==> config.mk <==
export PLATFORM = sky130hd
export DESIGN_NAME = wb_arb_flat
export DESIGN_NICKNAME = d
export VERILOG_FILES = /design/src/rtl/wb_pkg.sv /design/src/rtl/wb_arb_if.sv /design/src/rtl/wb_chan_fifo.sv /design/src/rtl/wb_arb.sv /design/src/flat_wrapper.sv
export SDC_FILE = /design/constraint.sdc
export NUM_CORES = 1
export LEC_CHECK = 0
export BUFFER_PORTS_ARGS = -buffer_cell sky130_fd_sc_hd__clkbuf_2
export CAP_MARGIN = 20
export CORE_MARGIN = 1
export CORE_UTILIZATION = 46
export CTS_CLUSTER_DIAMETER = 80
export DETAILED_ROUTE_END_ITERATION = 10
export PLACE_DENSITY = 0.69
export SYNTH_ARGS = -nofsm -noshare
export SYNTH_HDL_FRONTEND = slang
export SYNTH_SLANG_ARGS = --single-unit
==> constraint.sdc <==
create_clock -name clk -period 9.51 [get_ports clk]
set_input_delay 1.4265 -clock clk [delete_from_list [all_inputs] [get_ports clk]]
set_output_delay 1.4265 -clock clk [all_outputs]
set_load 0.02 [all_outputs]
==> src/rtl/wb_pkg.sv <==
// Shared types, default widths and the wrap-around scan helper
// for the wb_arb writeback arbiter.
package wb_pkg;

  localparam int ECAUSE_W  = 5;
  localparam int NCH_D     = 6;
  localparam int NBUS_D    = 2;
  localparam int DEPTH_D   = 2;
  localparam int ROBID_W_D = 7;
  localparam int RD_W_D    = 6;
  localparam int DATA_W_D  = 32;

  // Scan vectors are padded to this width (NCH <= 16).
  localparam int SCAN_W = 16;

  typedef struct packed {
    logic                 error;
    logic [ECAUSE_W-1:0]  ecause;
    logic [ROBID_W_D-1:0] robid;
    logic [RD_W_D-1:0]    rd;
    logic [DATA_W_D-1:0]  result;
  } wb_pkt_t;

  // First set bit of req[n-1:0] starting at 'start', stepping up
  // (or down when desc) with wrap mod n. Returns {found, index}.
  function automatic logic [4:0] scan_wrap(
    input logic [SCAN_W-1:0] req,
    input int                start,
    input int                n,
    input logic              desc
  );
    logic [4:0] r;
    int         j;
    r = '0;
    for (int k = SCAN_W - 1; k >= 0; k--) begin
      if (desc) j = (((start - k) % n) + n) % n;
      else      j = (start + k) % n;
      if (k < n && req[j]) r = {1'b1, 4'(j)};
    end
    return r;
  endfunction

endpackage

==> src/rtl/wb_arb_if.sv <==
// Producer-side channel bundle and result-bus bundle of wb_arb.
// master: functional units + ROB side; slave: the arbiter.
interface wb_arb_if
  import wb_pkg::*;
#(
  parameter int NCH     = NCH_D,
  parameter int NBUS    = NBUS_D,
  parameter int ROBID_W = ROBID_W_D,
  parameter int RD_W    = RD_W_D,
  parameter int DATA_W  = DATA_W_D
);

  logic [NCH-1:0]          ch_valid;
  logic [NCH-1:0]          ch_error;
  logic [NCH*ECAUSE_W-1:0] ch_ecause;
  logic [NCH*ROBID_W-1:0]  ch_robid;
  logic [NCH*RD_W-1:0]     ch_rd;
  logic [NCH*DATA_W-1:0]   ch_result;
  logic [NCH-1:0]          ch_stall;

  logic [NBUS-1:0]          wb_valid;
  logic [NBUS-1:0]          wb_error;
  logic [NBUS*ECAUSE_W-1:0] wb_ecause;
  logic [NBUS*ROBID_W-1:0]  wb_robid;
  logic [NBUS*RD_W-1:0]     wb_rd;
  logic [NBUS*DATA_W-1:0]   wb_result;

  logic rob_flush;

  modport master (
    output ch_valid, ch_error, ch_ecause,
    output ch_robid, ch_rd, ch_result,
    output rob_flush,
    input  ch_stall,
    input  wb_valid, wb_error, wb_ecause,
    input  wb_robid, wb_rd, wb_result
  );

  modport slave (
    input  ch_valid, ch_error, ch_ecause,
    input  ch_robid, ch_rd, ch_result,
    input  rob_flush,
    output ch_stall,
    output wb_valid, wb_error, wb_ecause,
    output wb_robid, wb_rd, wb_result
  );

endinterface

==> src/rtl/wb_chan_fifo.sv <==
// Per-channel skid FIFO of result packets.
// Ports: clk, rst, push, pop, flush, din -> full, empty, head.
module wb_chan_fifo
  import wb_pkg::*;
#(
  parameter int  DEPTH = DEPTH_D,
  parameter type T     = wb_pkt_t
) (
  input  logic clk,
  input  logic rst,
  input  logic push,
  input  logic pop,
  input  logic flush,
  input  T     din,
  output logic full,
  output logic empty,
  output T     head
);

  localparam int PW = (DEPTH > 1) ? $clog2(DEPTH) : 1;
  localparam int CW = $clog2(DEPTH) + 1;

  T              mem [DEPTH];
  logic [PW-1:0] wp;
  logic [PW-1:0] rp;
  logic [CW-1:0] cnt;

  assign full  = (cnt == CW'(DEPTH));
  assign empty = (cnt == '0);
  assign head  = mem[rp];

  always_ff @(posedge clk or posedge rst) begin
    if (rst) begin
      wp  <= '0;
      rp  <= '0;
      cnt <= '0;
    end else if (flush) begin
      wp  <= '0;
      rp  <= '0;
      cnt <= '0;
    end else begin
      // Single-entry FIFO keeps both pointers at 0.
      if (push) wp <= (DEPTH > 1) ? wp + 1'b1 : '0;
      if (pop)  rp <= (DEPTH > 1) ? rp + 1'b1 : '0;
      unique case ({push, pop})
        2'b10:   cnt <= cnt + 1'b1;
        2'b01:   cnt <= cnt - 1'b1;
        default: cnt <= cnt;
      endcase
    end
  end

  always_ff @(posedge clk) begin
    if (push && !flush) mem[wp] <= din;
  end

endmodule

==> src/rtl/wb_arb.sv <==
// Writeback arbiter: NCH FU channels -> per-channel FIFOs -> NBUS
// result buses, round-robin (fixed descending priority when
// WB_FIXED_PRIO_EN is defined). Ports: clk, rst, bus (slave).
module wb_arb
  import wb_pkg::*;
#(
  parameter int NCH     = NCH_D,
  parameter int NBUS    = NBUS_D,
  parameter int DEPTH   = DEPTH_D,
  parameter int ROBID_W = ROBID_W_D,
  parameter int RD_W    = RD_W_D,
  parameter int DATA_W  = DATA_W_D
) (
  input logic      clk,
  input logic      rst,
  wb_arb_if.slave  bus
);

  localparam int IDX_W = $clog2(NCH);

  typedef struct packed {
    logic                error;
    logic [ECAUSE_W-1:0] ecause;
    logic [ROBID_W-1:0]  robid;
    logic [RD_W-1:0]     rd;
    logic [DATA_W-1:0]   result;
  } pkt_t;

  pkt_t           pkt_in [NCH];
  pkt_t           head   [NCH];
  logic [NCH-1:0] full;
  logic [NCH-1:0] empty;
  logic [NCH-1:0] push;
  logic [NCH-1:0] pop;

  for (genvar i = 0; i < NCH; i++) begin : g_ch
    assign pkt_in[i] = '{
      error:  bus.ch_error[i],
      ecause: bus.ch_ecause[i*ECAUSE_W +: ECAUSE_W],
      robid:  bus.ch_robid[i*ROBID_W +: ROBID_W],
      rd:     bus.ch_rd[i*RD_W +: RD_W],
      result: bus.ch_result[i*DATA_W +: DATA_W]
    };
    assign push[i] = bus.ch_valid[i] & ~full[i];

    wb_chan_fifo #(
      .DEPTH (DEPTH),
      .T     (pkt_t)
    ) u_fifo (
      .clk   (clk),
      .rst   (rst),
      .push  (push[i]),
      .pop   (pop[i]),
      .flush (bus.rob_flush),
      .din   (pkt_in[i]),
      .full  (full[i]),
      .empty (empty[i]),
      .head  (head[i])
    );
  end

  // Stall depends on registered occupancy only.
  assign bus.ch_stall = full;

  logic [SCAN_W-1:0] cand;
  logic [SCAN_W-1:0] pop_w;
  logic [4:0]        hit;
  int                start;
  logic [NBUS-1:0]   gnt_v;
  logic [IDX_W-1:0]  gnt_idx [NBUS];
  logic [IDX_W-1:0]  last;

`ifdef WB_FIXED_PRIO_EN
  localparam logic DESC = 1'b1;
`else
  localparam logic DESC = 1'b0;

  logic [IDX_W-1:0] rr_ptr;
  logic [IDX_W-1:0] rr_nxt;

  always_comb begin
    rr_nxt = rr_ptr;
    if (|gnt_v) begin
      rr_nxt = (int'(last) == NCH - 1) ? '0 : last + 1'b1;
    end
  end

  always_ff @(posedge clk or posedge rst) begin
    if (rst)                 rr_ptr <= '0;
    else if (!bus.rob_flush) rr_ptr <= rr_nxt;
  end
`endif

  // Each bus rescans from the same start with earlier winners
  // removed, which yields the next candidate in scan order.
  always_comb begin
    cand          = '0;
    cand[NCH-1:0] = ~empty;
    pop_w         = '0;
    gnt_v         = '0;
    last          = '0;
    hit           = '0;
    for (int b = 0; b < NBUS; b++) gnt_idx[b] = '0;
`ifdef WB_FIXED_PRIO_EN
    start = NCH - 1;
`else
    start = int'(rr_ptr);
`endif
    for (int b = 0; b < NBUS; b++) begin
      hit = scan_wrap(cand, start, NCH, DESC);
      if (hit[4]) begin
        gnt_v[b]        = 1'b1;
        gnt_idx[b]      = IDX_W'(hit[3:0]);
        cand[hit[3:0]]  = 1'b0;
        pop_w[hit[3:0]] = 1'b1;
        last            = IDX_W'(hit[3:0]);
      end
    end
  end

  assign pop = pop_w[NCH-1:0];

  logic [NBUS-1:0]          err_o;
  logic [NBUS*ECAUSE_W-1:0] ec_o;
  logic [NBUS*ROBID_W-1:0]  rob_o;
  logic [NBUS*RD_W-1:0]     rd_o;
  logic [NBUS*DATA_W-1:0]   res_o;
  pkt_t                     sel;

  always_comb begin
    err_o = '0;
    ec_o  = '0;
    rob_o = '0;
    rd_o  = '0;
    res_o = '0;
    sel   = '0;
    for (int b = 0; b < NBUS; b++) begin
      if (gnt_v[b]) begin
        sel                             = head[gnt_idx[b]];
        err_o[b]                        = sel.error;
        ec_o[b*ECAUSE_W +: ECAUSE_W]    = sel.ecause;
        rob_o[b*ROBID_W +: ROBID_W]     = sel.robid;
        rd_o[b*RD_W +: RD_W]            = sel.rd;
        res_o[b*DATA_W +: DATA_W]       = sel.result;
      end
    end
  end

  assign bus.wb_valid  = gnt_v;
  assign bus.wb_error  = err_o;
  assign bus.wb_ecause = ec_o;
  assign bus.wb_robid  = rob_o;
  assign bus.wb_rd     = rd_o;
  assign bus.wb_result = res_o;

endmodule

==> src/flat_wrapper.sv <==
// flat-port wrapper written by rule: the top's interface ports become plain ports
module wb_arb_flat import wb_pkg::*;
#(
  parameter int NCH     = NCH_D,
  parameter int NBUS    = NBUS_D,
  parameter int DEPTH   = DEPTH_D,
  parameter int ROBID_W = ROBID_W_D,
  parameter int RD_W    = RD_W_D,
  parameter int DATA_W  = DATA_W_D
)
  (clk, rst, bus_ch_valid, bus_ch_error, bus_ch_ecause, bus_ch_robid, bus_ch_rd, bus_ch_result, bus_rob_flush, bus_ch_stall, bus_wb_valid, bus_wb_error, bus_wb_ecause, bus_wb_robid, bus_wb_rd, bus_wb_result);
  wb_arb_if #(.NCH(NCH), .NBUS(NBUS), .ROBID_W(ROBID_W), .RD_W(RD_W), .DATA_W(DATA_W)) bus_i ();
  input logic clk;
  input logic rst;
  input wire logic [$bits(bus_i.ch_valid)-1:0] bus_ch_valid;
  input wire logic [$bits(bus_i.ch_error)-1:0] bus_ch_error;
  input wire logic [$bits(bus_i.ch_ecause)-1:0] bus_ch_ecause;
  input wire logic [$bits(bus_i.ch_robid)-1:0] bus_ch_robid;
  input wire logic [$bits(bus_i.ch_rd)-1:0] bus_ch_rd;
  input wire logic [$bits(bus_i.ch_result)-1:0] bus_ch_result;
  input wire logic [$bits(bus_i.rob_flush)-1:0] bus_rob_flush;
  output wire logic [$bits(bus_i.ch_stall)-1:0] bus_ch_stall;
  output wire logic [$bits(bus_i.wb_valid)-1:0] bus_wb_valid;
  output wire logic [$bits(bus_i.wb_error)-1:0] bus_wb_error;
  output wire logic [$bits(bus_i.wb_ecause)-1:0] bus_wb_ecause;
  output wire logic [$bits(bus_i.wb_robid)-1:0] bus_wb_robid;
  output wire logic [$bits(bus_i.wb_rd)-1:0] bus_wb_rd;
  output wire logic [$bits(bus_i.wb_result)-1:0] bus_wb_result;
  assign bus_i.ch_valid = bus_ch_valid;
  assign bus_i.ch_error = bus_ch_error;
  assign bus_i.ch_ecause = bus_ch_ecause;
  assign bus_i.ch_robid = bus_ch_robid;
  assign bus_i.ch_rd = bus_ch_rd;
  assign bus_i.ch_result = bus_ch_result;
  assign bus_i.rob_flush = bus_rob_flush;
  assign bus_ch_stall = bus_i.ch_stall;
  assign bus_wb_valid = bus_i.wb_valid;
  assign bus_wb_error = bus_i.wb_error;
  assign bus_wb_ecause = bus_i.wb_ecause;
  assign bus_wb_robid = bus_i.wb_robid;
  assign bus_wb_rd = bus_i.wb_rd;
  assign bus_wb_result = bus_i.wb_result;
  wb_arb #(.NCH(NCH), .NBUS(NBUS), .DEPTH(DEPTH), .ROBID_W(ROBID_W), .RD_W(RD_W), .DATA_W(DATA_W)) u_core (.clk(clk), .rst(rst), .bus(bus_i));
endmodule
==> results.cfg <==
[global_route]
grt_overflow = 0
grt_pass1_vias = 21800
grt_pass1_wl_um = 151000
grt_max_degree = 105
grt_antenna_before_repair = 17
track_usage = 0.314

[job]
drv_cap = 0

[logic_synthesis]
synthMuxAreaShare = 0.172
syn-cell-area_um2 = 30400
yosysTopAreaCellShare = 0.604
synth_cell_type_count = 74
synthArstFlopShare = 0.0423
ys.flop_type = edfxtp_1
yosysTopAreaCell = edfxtp_1
synth-xor-area-share = 0.00748
ys_top_cells_by_area = edfxtp_1 (60%), mux2i_1 (17%), nand2_1 (5.4%)
synth_edf_count = 612
synth_top_family_by_area = multiplexers
synth_fa_ha_area_frac = 0.00781
synth_fp_nets = 2670
syn_inst = 2336
synth_compound_area_frac = 0.0769
synthSimpleGateAreaFrac = 0.0831
yosys_warnings = 0
synth_seq_cells = 639
ys_seq_area_frac = 0.626
syn_avg_cell_area_um2 = 13.0

[outcome]
run_status = finished, final reports clean

[placement]
place_congestion = 0.998
hpwl_um = 75700
io_buffer_count = 424

[setup_path]
required_ns = 8.08
worst-r2r-setup-slack_ns = 2.39
cp_max_fo = 47
critical_path_class = reg2out
critPathLaunch = u_core.rr_ptr[1]$_DFFE_PP0P_
cp-end-kind = output pin
regToRegStartpoint = u_core.rr_ptr[1]$_DFFE_PP0P_
critical_path.max_stage_delay_ns = 0.55
cp_cell_sequence = inv_1 -> ha_2 -> clkinv_1 -> ha_1 -> a21oi_1 -> or4_1 -> a221oi_2 -> a31o_2 -> nor2_1 -> o311a_4 -> nor3_4 -> o32ai_1 -> a311o_1 -> or3_1 -> o21bai_4 -> buf_12 -> buf_4 -> mux2i_1 -> nand2_1 -> a31oi_1 -> clkbuf_2
crit_slowest_cell = or4_1
cp_top_family = compound AO/OA/AOI/OAI gates
worst-path-buf-inv = 5
worstPathArrival_ns = 7.73
critPathLaunchType = register

[drt]
first_iter_violations = 2111
routed_via_density = 6.03
first_pass_iters = 6
wl_per_cell_um = 29.6
ant_nets = 0
vias = 21900
wirelength_um = 108000
drc = 0

[floorplan]
rows = 93
fp.coreArea_um2 = 64900
initial_utilization = 0.469
die_area_um2 = 67200
die_width_um = 259
die_h_um = 259
ios = 425

[clock_tree]
path_clk_slew_ns = 0.06
clk_path_buf_depth = 3
ctsHoldBuffers = 0
htreeDepth = 3
cts_made_buffers = 69
ctsRootBufferMaster = clkbuf_16
cts_sinks = 639
cts_tree = done
insertion_delay_ns = 0.61

[finish]
area_growth_pct = 17.9
layout_common_cells = edfxtp_1 (612), mux2i_1 (516), nand2_1 (440), clkbuf_2 (424), a31oi_1 (207)
fin_nets = 3051
post_route_cells_drive_above_1_share = 0.235
mostFrequentLayoutCell = edfxtp_1
num-fill-cells = 5399

[timing]
finalMaxSlewViolations = 0
finalCriticalPeriod_ns = 9.16
fin_skew_ns = 0.0199
worst_pin_slew_ns = 1.09
max_freq_mhz = 109
setup_viol = 0
slew_headroom = 0.276
timing.final.crit_share = 0.963
rsz0062_at_grt = no
timing.final.hold_violations = 0
finalSetupTns_ns = 0

[worst_hold_path]
hold_path.class = reg2reg
min_from = u_core.g_ch[5].u_fifo.wp$_DFFE_PP0P_
[final cells by class]
type                    count  area (um^2)  share of cell area
inverters                  26         97.6             0.00272
clock buffers              85         1850              0.0515
clock inverters            42          412              0.0115
well taps                 855         1070              0.0298
repair buffers            475         2610              0.0727
multi-input cells        1506        10700               0.299
diodes                      9         22.5            0.000628
flip-flops and latches    639        19100               0.532
[worst paths after layout]
check / endpoint / cells after the start
worst max-delay path: bus_wb_result[47] / 21
worst min-delay path: u_core.g_ch[5].u_fifo.wp$_DFFE_PP0P_ / 2
worst max register to register: u_core.g_ch[4].u_fifo.cnt[1]$_DFFE_PP0P_ / 20
worst min register to register: u_core.g_ch[5].u_fifo.wp$_DFFE_PP0P_ / 2
max in group asynchronous: u_core.g_ch[5].u_fifo.rp$_DFFE_PP0P_ / 3
min in group asynchronous: u_core.g_ch[1].u_fifo.rp$_DFFE_PP0P_ / 3
[metal layers]
layer / global-route usage / wire, um
met1: 0.367 / 39200
met2: 0.527 / 52400
met3: 0.0721 / 8990
met4: 0.188 / 6820
met5: 0 / 117
[worst min-delay path, stage by stage (launching register included)]
cell     delay, ns
dfrtp_1       0.39
xor2_1        0.08
nor2_1        0.08
[cells by family (layout without fill, tap and decap cells)]
family	Yosys count	after routing
other	0	9
adders and majority gates	19	19
buffers and inverters	193	628
muxes	520	520
xor gates and xnor gates	23	23
and+or+nand+nor	600	602
AOI/OAI and AO/OA	342	342
DFF	639	639
[per-stage QoR]
stage          area, um^2  std cells  utilization  setup WS [ns]  hold slack (ns)
2_1_floorplan       30400       2336            -           2.12            0.519
3_3_place_gp        33500       3494        0.516          0.608            0.554
3_5_place_dp        33500       3495        0.516          0.501            0.564
4_1_cts             35800       3622        0.551         0.0500            0.592
5_1_grt             35900       3633        0.552        0.00843            0.613
6_report            35900       3637        0.553          0.351            0.589
[flip-flops by register name (all words and copies together) (netlist names)]
| signal | count |
|---|---|
| u_core.g_ch.u_fifo.mem | 612 |
| u_core.g_ch.u_fifo.rp | 6 |
| u_core.rr_ptr | 3 |
| u_core.g_ch.u_fifo.wp | 6 |
| u_core.g_ch.u_fifo.cnt | 12 |
[what timing repair did]
item,CTS,global route
buffers inserted,0,4
pin swaps,0,3
gates resized for setup,2,9
gates cloned,0,2
endpoints found under the setup margin,31,51
[Yosys cell counts (7+ instances only)]
cell type	instances
a211o_1	7
a211oi_1	12
a21o_1	11
a21oi_1	26
a31oi_1	207
and2_1	9
buf_1	18
buf_2	35
buf_4	7
clkbuf_1	105
dfrtp_1	27
edfxtp_1	612
ha_1	19
inv_1	21
mux2i_1	516
nand2_1	441
nand2b_1	8
nand3_1	16
nor2_1	52
nor3_1	18
nor3b_1	13
o211ai_1	12
o21ai_0	11
or2_2	8
xnor2_1	8
xor2_1	13
Power is left out: the tool's default activity adds up to more than one toggle a clock period on the data nets, which glitch-free logic cannot reach.
